File: src/rtl/prefix_add_arbiter_pkg.sv
// Shared types and constants for the prefix-adder arbiter slice.
// Holds the default operand width, the FSM state encoding and the id-width helper.
package prefix_add_arbiter_pkg;

  localparam int INPUTSIZE = 32;

  typedef enum logic [1:0] {
    ST_IDLE = 2'd0,
    ST_CALC = 2'd1,
    ST_RESP = 2'd2
  } state_e;

  // Requester id width; a single requester still gets one bit so ports never collapse.
  function automatic int id_width(input int nreq);
    return (nreq < 2) ? 1 : $clog2(nreq);
  endfunction

endpackage

File: src/rtl/prefix_add_arbiter_if.sv
// Requester/consumer side of the shared adder: request bundle in, response bundle out.
// The master is the requester/consumer side; the slave is the arbiter.
interface prefix_add_arbiter_if
  import prefix_add_arbiter_pkg::*;
#(
  parameter int WIDTH = INPUTSIZE,
  parameter int NREQ  = 2,
  localparam int IDW  = id_width(NREQ)
);

  logic [NREQ-1:0]       req_valid;
  logic [NREQ-1:0]       req_ready;
  logic [NREQ*WIDTH-1:0] req_a;
  logic [NREQ*WIDTH-1:0] req_b;
  logic [NREQ-1:0]       req_cin;

  logic                  rsp_valid;
  logic                  rsp_ready;
  logic [WIDTH-1:0]      rsp_sum;
  logic                  rsp_cout;
  logic [IDW-1:0]        rsp_id;

  modport master (
    output req_valid, req_a, req_b, req_cin, rsp_ready,
    input  req_ready, rsp_valid, rsp_sum, rsp_cout, rsp_id
  );

  modport slave (
    input  req_valid, req_a, req_b, req_cin, rsp_ready,
    output req_ready, rsp_valid, rsp_sum, rsp_cout, rsp_id
  );

endinterface

File: src/rtl/prefix_add_arbiter_rr.sv
// Round-robin arbiter: grants the first valid requester after the last winner.
// The pointer only moves when the parent reports an accept through advance.
module rr_arbiter
  import prefix_add_arbiter_pkg::*;
#(
  parameter int NREQ = 2,
  localparam int IDW = id_width(NREQ)
) (
  input  logic            clk,
  input  logic            rst_n,
  input  logic [NREQ-1:0] req,
  input  logic            advance,
  output logic [NREQ-1:0] grant,
  output logic [IDW-1:0]  grant_id
);

  logic [IDW-1:0] ptr_q;
  logic [IDW-1:0] idx;
  logic           found;

  // NOTE: every variable gets a default before the loop so no path leaves it unassigned (no latch).
  always_comb begin
    grant    = '0;
    grant_id = '0;
    idx      = '0;
    found    = 1'b0;
    for (int i = 1; i <= NREQ; i++) begin
      idx = IDW'((int'(ptr_q) + i) % NREQ);
      if (!found && req[idx]) begin
        found      = 1'b1;
        grant[idx] = 1'b1;
        grant_id   = idx;
      end
    end
  end

  // NOTE: state registers use non-blocking assignments so all flops update together at the edge.
  always_ff @(posedge clk) begin
    if (!rst_n) begin
      ptr_q <= IDW'(NREQ - 1);
    end else if (advance) begin
      ptr_q <= grant_id;
    end
  end

endmodule

File: src/rtl/prefix_add_arbiter.sv
// Time-shares one external parallel-prefix adder between NREQ requesters.
// Operands are registered toward the adder, and the sum is registered toward the consumer.
module prefix_add_arbiter
  import prefix_add_arbiter_pkg::*;
#(
  parameter int WIDTH = INPUTSIZE,
  parameter int NREQ  = 2,
  localparam int IDW  = id_width(NREQ)
) (
  input  logic               clk,
  input  logic               rst_n,
  prefix_add_arbiter_if.slave bus,
  output logic [WIDTH-1:0]   add_a,
  output logic [WIDTH-1:0]   add_b,
  output logic               add_cin,
  input  logic [WIDTH-1:0]   add_sum,
  input  logic               add_cout
);

  state_e           state_q, state_d;
  logic [NREQ-1:0]  grant;
  logic [IDW-1:0]   grant_id;
  logic             can_accept;
  logic             accept;

  logic [WIDTH-1:0] sel_a, sel_b;
  logic             sel_cin;

  logic [IDW-1:0]   id_q;
  logic [WIDTH-1:0] rsp_sum_q;
  logic             rsp_cout_q;
  logic [IDW-1:0]   rsp_id_q;

  rr_arbiter #(.NREQ(NREQ)) u_rr (
    .clk      (clk),
    .rst_n    (rst_n),
    .req      (bus.req_valid),
    .advance  (accept),
    .grant    (grant),
    .grant_id (grant_id)
  );

  // A new operation may enter when the adder slot is free or the held result leaves this cycle.
  assign can_accept    = (state_q == ST_IDLE) || ((state_q == ST_RESP) && bus.rsp_ready);
  assign bus.req_ready = can_accept ? grant : '0;
  assign accept        = |bus.req_ready;

  // One-hot AND-OR select: an ungranted requester's operands never reach the adder registers.
  always_comb begin
    sel_a   = '0;
    sel_b   = '0;
    sel_cin = 1'b0;
    for (int k = 0; k < NREQ; k++) begin
      if (grant[k]) begin
        sel_a   = bus.req_a[k*WIDTH +: WIDTH];
        sel_b   = bus.req_b[k*WIDTH +: WIDTH];
        sel_cin = bus.req_cin[k];
      end
    end
  end

  always_comb begin
    state_d = state_q;
    unique case (state_q)
      ST_IDLE: if (accept) state_d = ST_CALC;
      ST_CALC: state_d = ST_RESP;
      ST_RESP: if (bus.rsp_ready) state_d = accept ? ST_CALC : ST_IDLE;
      default: state_d = ST_IDLE;
    endcase
  end

  always_ff @(posedge clk) begin
    if (!rst_n) begin
      state_q <= ST_IDLE;
    end else begin
      state_q <= state_d;
    end
  end

  always_ff @(posedge clk) begin
    if (!rst_n) begin
      add_a      <= '0;
      add_b      <= '0;
      add_cin    <= 1'b0;
      id_q       <= '0;
      rsp_sum_q  <= '0;
      rsp_cout_q <= 1'b0;
      rsp_id_q   <= '0;
    end else begin
      if (accept) begin
        add_a   <= sel_a;
        add_b   <= sel_b;
        add_cin <= sel_cin;
        id_q    <= grant_id;
      end
      // The adder has had a full cycle to settle on the registered operands.
      if (state_q == ST_CALC) begin
        rsp_sum_q  <= add_sum;
        rsp_cout_q <= add_cout;
        rsp_id_q   <= id_q;
      end
    end
  end

  assign bus.rsp_valid = (state_q == ST_RESP);
  assign bus.rsp_sum   = rsp_sum_q;
  assign bus.rsp_cout  = rsp_cout_q;
  assign bus.rsp_id    = rsp_id_q;

endmodule
File: src/flat_wrapper.sv
// flat-port wrapper written by rule: the top's interface ports become plain ports
module prefix_add_arbiter_flat import prefix_add_arbiter_pkg::*;
#(
  parameter int WIDTH = INPUTSIZE,
  parameter int NREQ  = 2,
  localparam int IDW  = id_width(NREQ)
)
  (clk, rst_n, add_a, add_b, add_cin, add_sum, add_cout, bus_req_valid, bus_req_a, bus_req_b, bus_req_cin, bus_rsp_ready, bus_req_ready, bus_rsp_valid, bus_rsp_sum, bus_rsp_cout, bus_rsp_id);
  prefix_add_arbiter_if #(.WIDTH(WIDTH), .NREQ(NREQ)) bus_i ();
  input  logic clk;
  input  logic rst_n;
  output logic [WIDTH-1:0] add_a;
  output logic [WIDTH-1:0] add_b;
  output logic add_cin;
  input  logic [WIDTH-1:0] add_sum;
  input  logic add_cout;
  input wire logic [$bits(bus_i.req_valid)-1:0] bus_req_valid;
  input wire logic [$bits(bus_i.req_a)-1:0] bus_req_a;
  input wire logic [$bits(bus_i.req_b)-1:0] bus_req_b;
  input wire logic [$bits(bus_i.req_cin)-1:0] bus_req_cin;
  input wire logic [$bits(bus_i.rsp_ready)-1:0] bus_rsp_ready;
  output wire logic [$bits(bus_i.req_ready)-1:0] bus_req_ready;
  output wire logic [$bits(bus_i.rsp_valid)-1:0] bus_rsp_valid;
  output wire logic [$bits(bus_i.rsp_sum)-1:0] bus_rsp_sum;
  output wire logic [$bits(bus_i.rsp_cout)-1:0] bus_rsp_cout;
  output wire logic [$bits(bus_i.rsp_id)-1:0] bus_rsp_id;
  assign bus_i.req_valid = bus_req_valid;
  assign bus_i.req_a = bus_req_a;
  assign bus_i.req_b = bus_req_b;
  assign bus_i.req_cin = bus_req_cin;
  assign bus_i.rsp_ready = bus_rsp_ready;
  assign bus_req_ready = bus_i.req_ready;
  assign bus_rsp_valid = bus_i.rsp_valid;
  assign bus_rsp_sum = bus_i.rsp_sum;
  assign bus_rsp_cout = bus_i.rsp_cout;
  assign bus_rsp_id = bus_i.rsp_id;
  prefix_add_arbiter #(.WIDTH(WIDTH), .NREQ(NREQ)) u_core (.clk(clk), .rst_n(rst_n), .bus(bus_i), .add_a(add_a), .add_b(add_b), .add_cin(add_cin), .add_sum(add_sum), .add_cout(add_cout));
endmodule
File: config.mk
export PLATFORM = sky130hd
export DESIGN_NAME = prefix_add_arbiter_flat
export DESIGN_NICKNAME = d
export VERILOG_FILES = /design/src/rtl/prefix_add_arbiter_pkg.sv /design/src/rtl/prefix_add_arbiter_if.sv /design/src/rtl/prefix_add_arbiter_rr.sv /design/src/rtl/prefix_add_arbiter.sv /design/src/flat_wrapper.sv
export SDC_FILE = /design/constraint.sdc
export NUM_CORES = 1
export LEC_CHECK = 0
export BUFFER_PORTS_ARGS = -buffer_cell sky130_fd_sc_hd__buf_2
export CAP_MARGIN = 10
export CORE_MARGIN = 4
export CORE_UTILIZATION = 42
export DETAILED_ROUTE_END_ITERATION = 16
export MAX_ROUTING_LAYER = met4
export PLACE_DENSITY_LB_ADDON = 0.05
export SYNTH_ARGS = -nofsm -noshare
export SYNTH_HDL_FRONTEND = slang
export SYNTH_SLANG_ARGS = --single-unit
File: constraint.sdc
create_clock -name clk -period 2.06 [get_ports clk]
set_input_delay 0.103 -clock clk [delete_from_list [all_inputs] [get_ports clk]]
set_output_delay 0.103 -clock clk [all_outputs]
set_load 0.01 [all_outputs]
; ---- Word level (Yosys, flattened, before mapping)
; Index checks and enable logic that the tools add are counted.
[op_classes]
add_sub_neg = 2
bitwise = 1
n_eq_ne = 4
reduce_logical = 9
order_cmp = 4
muxes = 24
[op_table]
columns = operator, count
row1 = two-way mux 32 bit, 4
row2 = two-way mux 1 bit, 12
row3 = two-way mux 2 bit, 5
row4 = one-hot mux 2 bit (3 select lines), 1
row5 = logical AND 1 bit, 4
row6 = less-than comparator 1 x 2 -> 1 bit (second input constant), 2
row7 = adder 1 bit (second input constant), 2
row8 = demux 1 bit (select 1 bit), 2
row9 = equality test 2 x 1 -> 1 bit (second input constant), 1
row10 = equality test 2 bit (second input constant), 1
row11 = >= comparator 1 bit (second input constant), 2
row12 = logical NOT 2 bit, 1
row13 = inequality test 2 x 1 -> 1 bit (second input constant), 1
row14 = inequality test 2 bit (second input constant), 1
row15 = bitwise OR 2 bit, 1
row16 = AND reduction 2 bit, 1
row17 = OR reduction 2 bit, 1
row18 = logical NOT 1 bit, 1
row19 = logical OR 1 bit, 1
[totals]
register_bits = 103
input_bits = 168

; ---- Logic depth before layout (Yosys ltp)
[depth]
word_depth = 13
mapped_depth = 6
depth_no_buf = 5

; ---- By module
; From an unflattened synthesis, not the netlist that was laid out.
[unflattened]
cells_unflattened = 488
hier_area_um2 = 4426.7
[by_module_without_submodules]
columns = mod, area_per_inst_um2, cells_each, n_inst
row1 = prefix_add_arbiter, 4357.9, 480, 1
row2 = rr_arbiter, 68.8, 8, 1

; ---- Worst setup path before layout
; Ideal clock, no wire load.
[synth_path]
path_type = reg-to-reg
from = register u_core.state_q[1]
to = register u_core.add_a[14]
arrival_ps = 1404
period_less_slack_ps = 1524
t_required_ps = 1940
path_slack_ps = 536
n_path_buf = 1
path_stages_with_launch = 6
setup_ps = 120
path_cell_list = dfxtp_1 -> nor2b_1 -> a2111oi_4 -> buf_6 -> o21bai_1 -> a21oi_1
[synth_via]
elab_chain_len = 5
[synth_rtl]
columns = item, line
row1 = "start, declared", prefix_add_arbiter.sv:20  ; state_e state_q, state_d;
row2 = "start signal, assigned", prefix_add_arbiter.sv:76  ; state_q <= state_d;
row3 = equality test 2 bit, prefix_add_arbiter.sv:44  ; assign can_accept = (state_q == ST_IDLE) || ((state_q == ST_RESP) && bus.rsp_ready);
row4 = logical AND 1 bit, prefix_add_arbiter.sv:44
row5 = logical OR 1 bit *, prefix_add_arbiter.sv:44
row6 = two-way mux 2 bit *, prefix_add_arbiter.sv:45  ; assign bus.req_ready = can_accept ? grant : '0;
row7 = net bus_req_ready[0], flat_wrapper.sv:22  ; output wire logic [$bits(bus_i.req_ready)-1:0] bus_req_ready;
row8 = OR reduction 2 bit *, prefix_add_arbiter.sv:46  ; assign accept = |bus.req_ready;
row9 = "end signal, assigned", prefix_add_arbiter.sv:91  ; add_a <= sel_a;
row10 = "end, declared", prefix_add_arbiter.sv:13  ; output logic [WIDTH-1:0] add_a,
; The timed path passes the listed nets; every way through them passes the cells marked *.
; A chain may end at the register's enable or synchronous reset.

; ---- Worst setup path in the final report
[layout_path]
from = register u_core.state_q[1]
to = output port bus_req_ready[0]
[layout_via]
elab_chain_len = 4
[layout_rtl]
columns = item, line
row1 = equality test 2 bit, prefix_add_arbiter.sv:44
row2 = logical AND 1 bit, prefix_add_arbiter.sv:44
row3 = logical OR 1 bit *, prefix_add_arbiter.sv:44
row4 = two-way mux 2 bit *, prefix_add_arbiter.sv:45
row5 = "end, declared", flat_wrapper.sv:22
; Every way passes the cells marked *; elsewhere a longest branch is shown, timed or not.

==> results.py <==
metrics = {
    "placed_design": {
        "place_inst": 785,
        "dp_hpwl_um": 9526,
        "gp_congestion": 0.7960,
        "pre_cts_ws_ps": 248.6,
        "numPortBuffers": 269,
        "post_dp_cell_area_um2": 5433,
    },
    "logic_synthesis": {
        "yosysTopAreaCellShare_pct": 51.39,
        "synth-main-ff-cell": "dfxtp_1",
        "ys.warnings.count": 0,
        "synth_edf_count": 0,
        "synth_area_um2": 4013,
        "syn_area_per_cell_um2": 9.692,
        "syn_nets": 582,
        "ys_ff_latch": 103,
        "synth_cell_type_count": 25,
        "yosysTopAreaCell": "dfxtp_1",
        "async_reset_ff_share_pct": 0,
        "syn_inst": 414,
        "ys_top_cells_by_area": "dfxtp_1 51%, a222oi_1 12%, nor2b_1 8.1%",
        "synth_seq_area_share_pct": 51.39,
    },
    "global_routing": {
        "antenna_found_initial": 1,
        "grt_pass1_vias": 4495,
        "grt_max_degree": 69,
        "grt_first_pass_wirelength_um": 22480,
        "grt_use_total_pct": 25.53,
        "grt-ovfl-total": 0,
    },
    "floorplan": {
        "io_pins": 270,
        "core_um2": 9284,
        "die_area_um2": 11180,
        "rows": 35,
        "fp.dieH_um": 105.7,
        "die_width_um": 105.7,
        "start_util_pct": 43.22,
    },
    "sta": {
        "tightest_slew_ps": 603.9,
        "setup_viol": 0,
        "fin_tns_setup_ps": 0,
        "slew_violations": 0,
        "relSlewSlack_pct": 59.74,
        "setup_ws_ps": 173.5,
        "hold_viol_final": 0,
        "fmax_mhz": 530.1,
        "finClkSkew_ps": 15.99,
        "fin_crit_sh_pct": 91.58,
        "rsz0062_at_grt": "false",
        "layout_min_cycle_time_ps": 1886,
        "whs_ps": 16.83,
    },
    "pwr": {
        "ir_drop_mv": 0.4534,
        "power_density_nw_per_um2": 749.1,
        "p_int_uw": 3383,
        "switching_share_pct": 30.42,
        "seq_power_share_pct": 47.2,
        "total_leakage_power_uw": 0.003015,
        "pwr-share-comb_pct": 25.9,
        "clock_power_share_pct": 26.9,
        "switching_power_uw": 1479,
    },
    "critical_path": {
        "startpoint_type": "flip-flop",
        "ff2ff_setup_slack_ps": 230,
        "path_class": "flip-flop to primary output",
        "crit_arrival_ps": 1780,
        "end_kind": "primary output",
        "cp.required_ps": 1960,
        "path_buf_inv": 2,
        "reg2reg_depth": 5,
        "reg2reg_from": "u_core.state_q[1]",
        "slowest_delay_ps": 390,
        "cp_max_fo": 18,
        "cpLargestDelayFamily": "buffers and inverters",
        "reg2reg_to": "u_core.add_a[27]",
        "critPathLaunch": "u_core.state_q[1]",
        "slowest_stage": "a2111oi_4",
        "path_cells": "nor2b_1 > a2111oi_4 > buf_4 > buf_2",
    },
    "routing": {
        "viasPerCell": 5.147,
        "drt_iter0_markers": 422,
        "wl_um": 14400,
        "first_pass_iters": 10,
        "wl_per_cell_um": 16.23,
        "vias": 4565,
        "drc": 0,
        "antenna_left": 0,
    },
    "clocking": {
        "cts_sinks": 103,
        "cts_tree": "yes",
        "cts_made_buffers": 9,
        "clk_latency_ps": 370,
        "cts_root_buf": "clkbuf_8",
        "cts_setup_buffers": 0,
        "cts_buffer_depth": 2,
        "clk_pin_slew_worst_paths_ps": 110,
        "cts_max_level": 3,
    },
    "min_path": {
        "hold_depth": 3,
        "min_to": "u_core.add_a[2]",
        "hold_path.class": "primary input to flip-flop",
        "min-delay-start": "bus_req_a[2]",
    },
    "layout": {
        "nets": 920,
        "area_growth_pct": 61.74,
        "nFillCells": 764,
        "drive_gt1_share_pct": 40.03,
        "final_area_um2": 6490,
        "layout.cells.non_filler": 887,
    },
    "run_status": {
        "status": "finished clean",
    },
    "job": {
        "maxCapViolations": 0,
    },
}
-- final cells by class --
class	count	area [um^2]	area share (%)
clock inverters	7	77.57	1.195
repair buffers	365	2305	35.51
diodes	1	2.502	0.03856
flip-flops and latches	103	2062	31.77
inverters	4	17.52	0.2699
clock buffers	9	123.9	1.909
well taps	129	161.4	2.487
multi-input cells	269	1740	26.82
-- routing by layer --
layer	up-vias	share of wire, %	GRT usage [%]	wire length [um]
met4	0	2.6	9.251	376
met3	28	8.4	7.103	1205
met1	2092	39	27.61	5683
met2	246	50	44.76	7131
li1	2199	-	-	-
met5	-	0	-	0
-- flip-flops by register name, indices dropped and copies added, names as in the netlist --
name	flops
u_core.state_q	2
u_core.bus.rsp_id	1
u_core.id_q	1
u_core.bus.rsp_cout	1
u_core.add_cin	1
u_core.add_b	32
u_core.bus.rsp_sum	32
u_core.add_a	32
u_core.u_rr.ptr_q	1
-- metrics by stage --
stage / util, % / total power (uW)
6_report: 69.91 / 4862
2_1_floorplan: - / 2975
3_3_place_gp: 58.52 / 3438
4_1_cts: 69.88 / 4895
3_5_place_dp: 58.52 / 3457
5_1_grt: 69.91 / 5120
-- cells in the final DEF, fill, tap and decap left out, types with 2 or more instances in the layout --
| cell | count |
|---|---|
| a21boi_0 | 34 |
| a21oi_1 | 3 |
| a221oi_1 | 14 |
| a222oi_1 | 49 |
| buf_12 | 2 |
| buf_2 | 269 |
| buf_4 | 9 |
| clkbuf_8 | 9 |
| dfxtp_1 | 103 |
| dlygate4sd3_1 | 85 |
| inv_1 | 2 |
| inv_6 | 3 |
| nand2_1 | 70 |
| nand2b_1 | 3 |
| nand3_1 | 2 |
| nor2_1 | 16 |
| nor2b_1 | 52 |
| o21ai_0 | 6 |
| o21ai_1 | 10 |
| o21bai_1 | 2 |
-- worst max-delay path by stage --
stage | end | slack, ps | depth (start not counted)
CTS | bus_req_ready[1] | 150 | 4
global route | bus_req_ready[1] | 40 | 4
global placement | u_core.add_a[9] | 270 | 5
detailed placement | u_core.add_a[11] | 250 | 5
finish | bus_req_ready[0] | 170 | 4
floorplan | u_core.add_a[14] | 540 | 5
-- power by group through the flow --
stage | Combinational [uW] | Clock [uW] | Sequential [uW]
2_1_floorplan | 553 | 0 | 2420
3_5_place_dp | 1130 | 0 | 2330
4_1_cts | 1260 | 1350 | 2290
5_1_grt | 1380 | 1420 | 2320
6_report | 1260 | 1310 | 2290
3_3_place_gp | 1110 | 0 | 2330
-- cells in the mapped netlist (2+ instances only) --
cell type	n
o21bai_1	2
nor2_1	17
buf_2	15
dfxtp_1	103
nand2b_1	3
nand2_1	70
buf_6	5
clkbuf_1	18
a222oi_1	49
inv_2	2
inv_1	2
nor2b_1	52
a21oi_1	3
o21ai_0	6
a221oi_1	14
a21boi_0	34
nand3_1	2
o21ai_1	10
-- logic make-up after synthesis --
group	share of synthesized area, %
buffers and inverters	5.332
AND/OR/NAND/NOR	17.37
AO/OA/AOI/OAI	25.91
flip-flops	51.39
-- worst register-to-register path: stages (launching register included) --
cell and delay [ps]:
dfxtp_1 360, nor2b_1 190, or3_2 500, buf_4 280, a222oi_1 320, nor2b_1 80
-- timing repair --
action,CTS,global route
endpoints found under the hold margin,63,0
hold buffers,85,0
endpoints found under the setup margin,1,0
gates resized for setup,1,0
(Power assumes the default switching activity.)
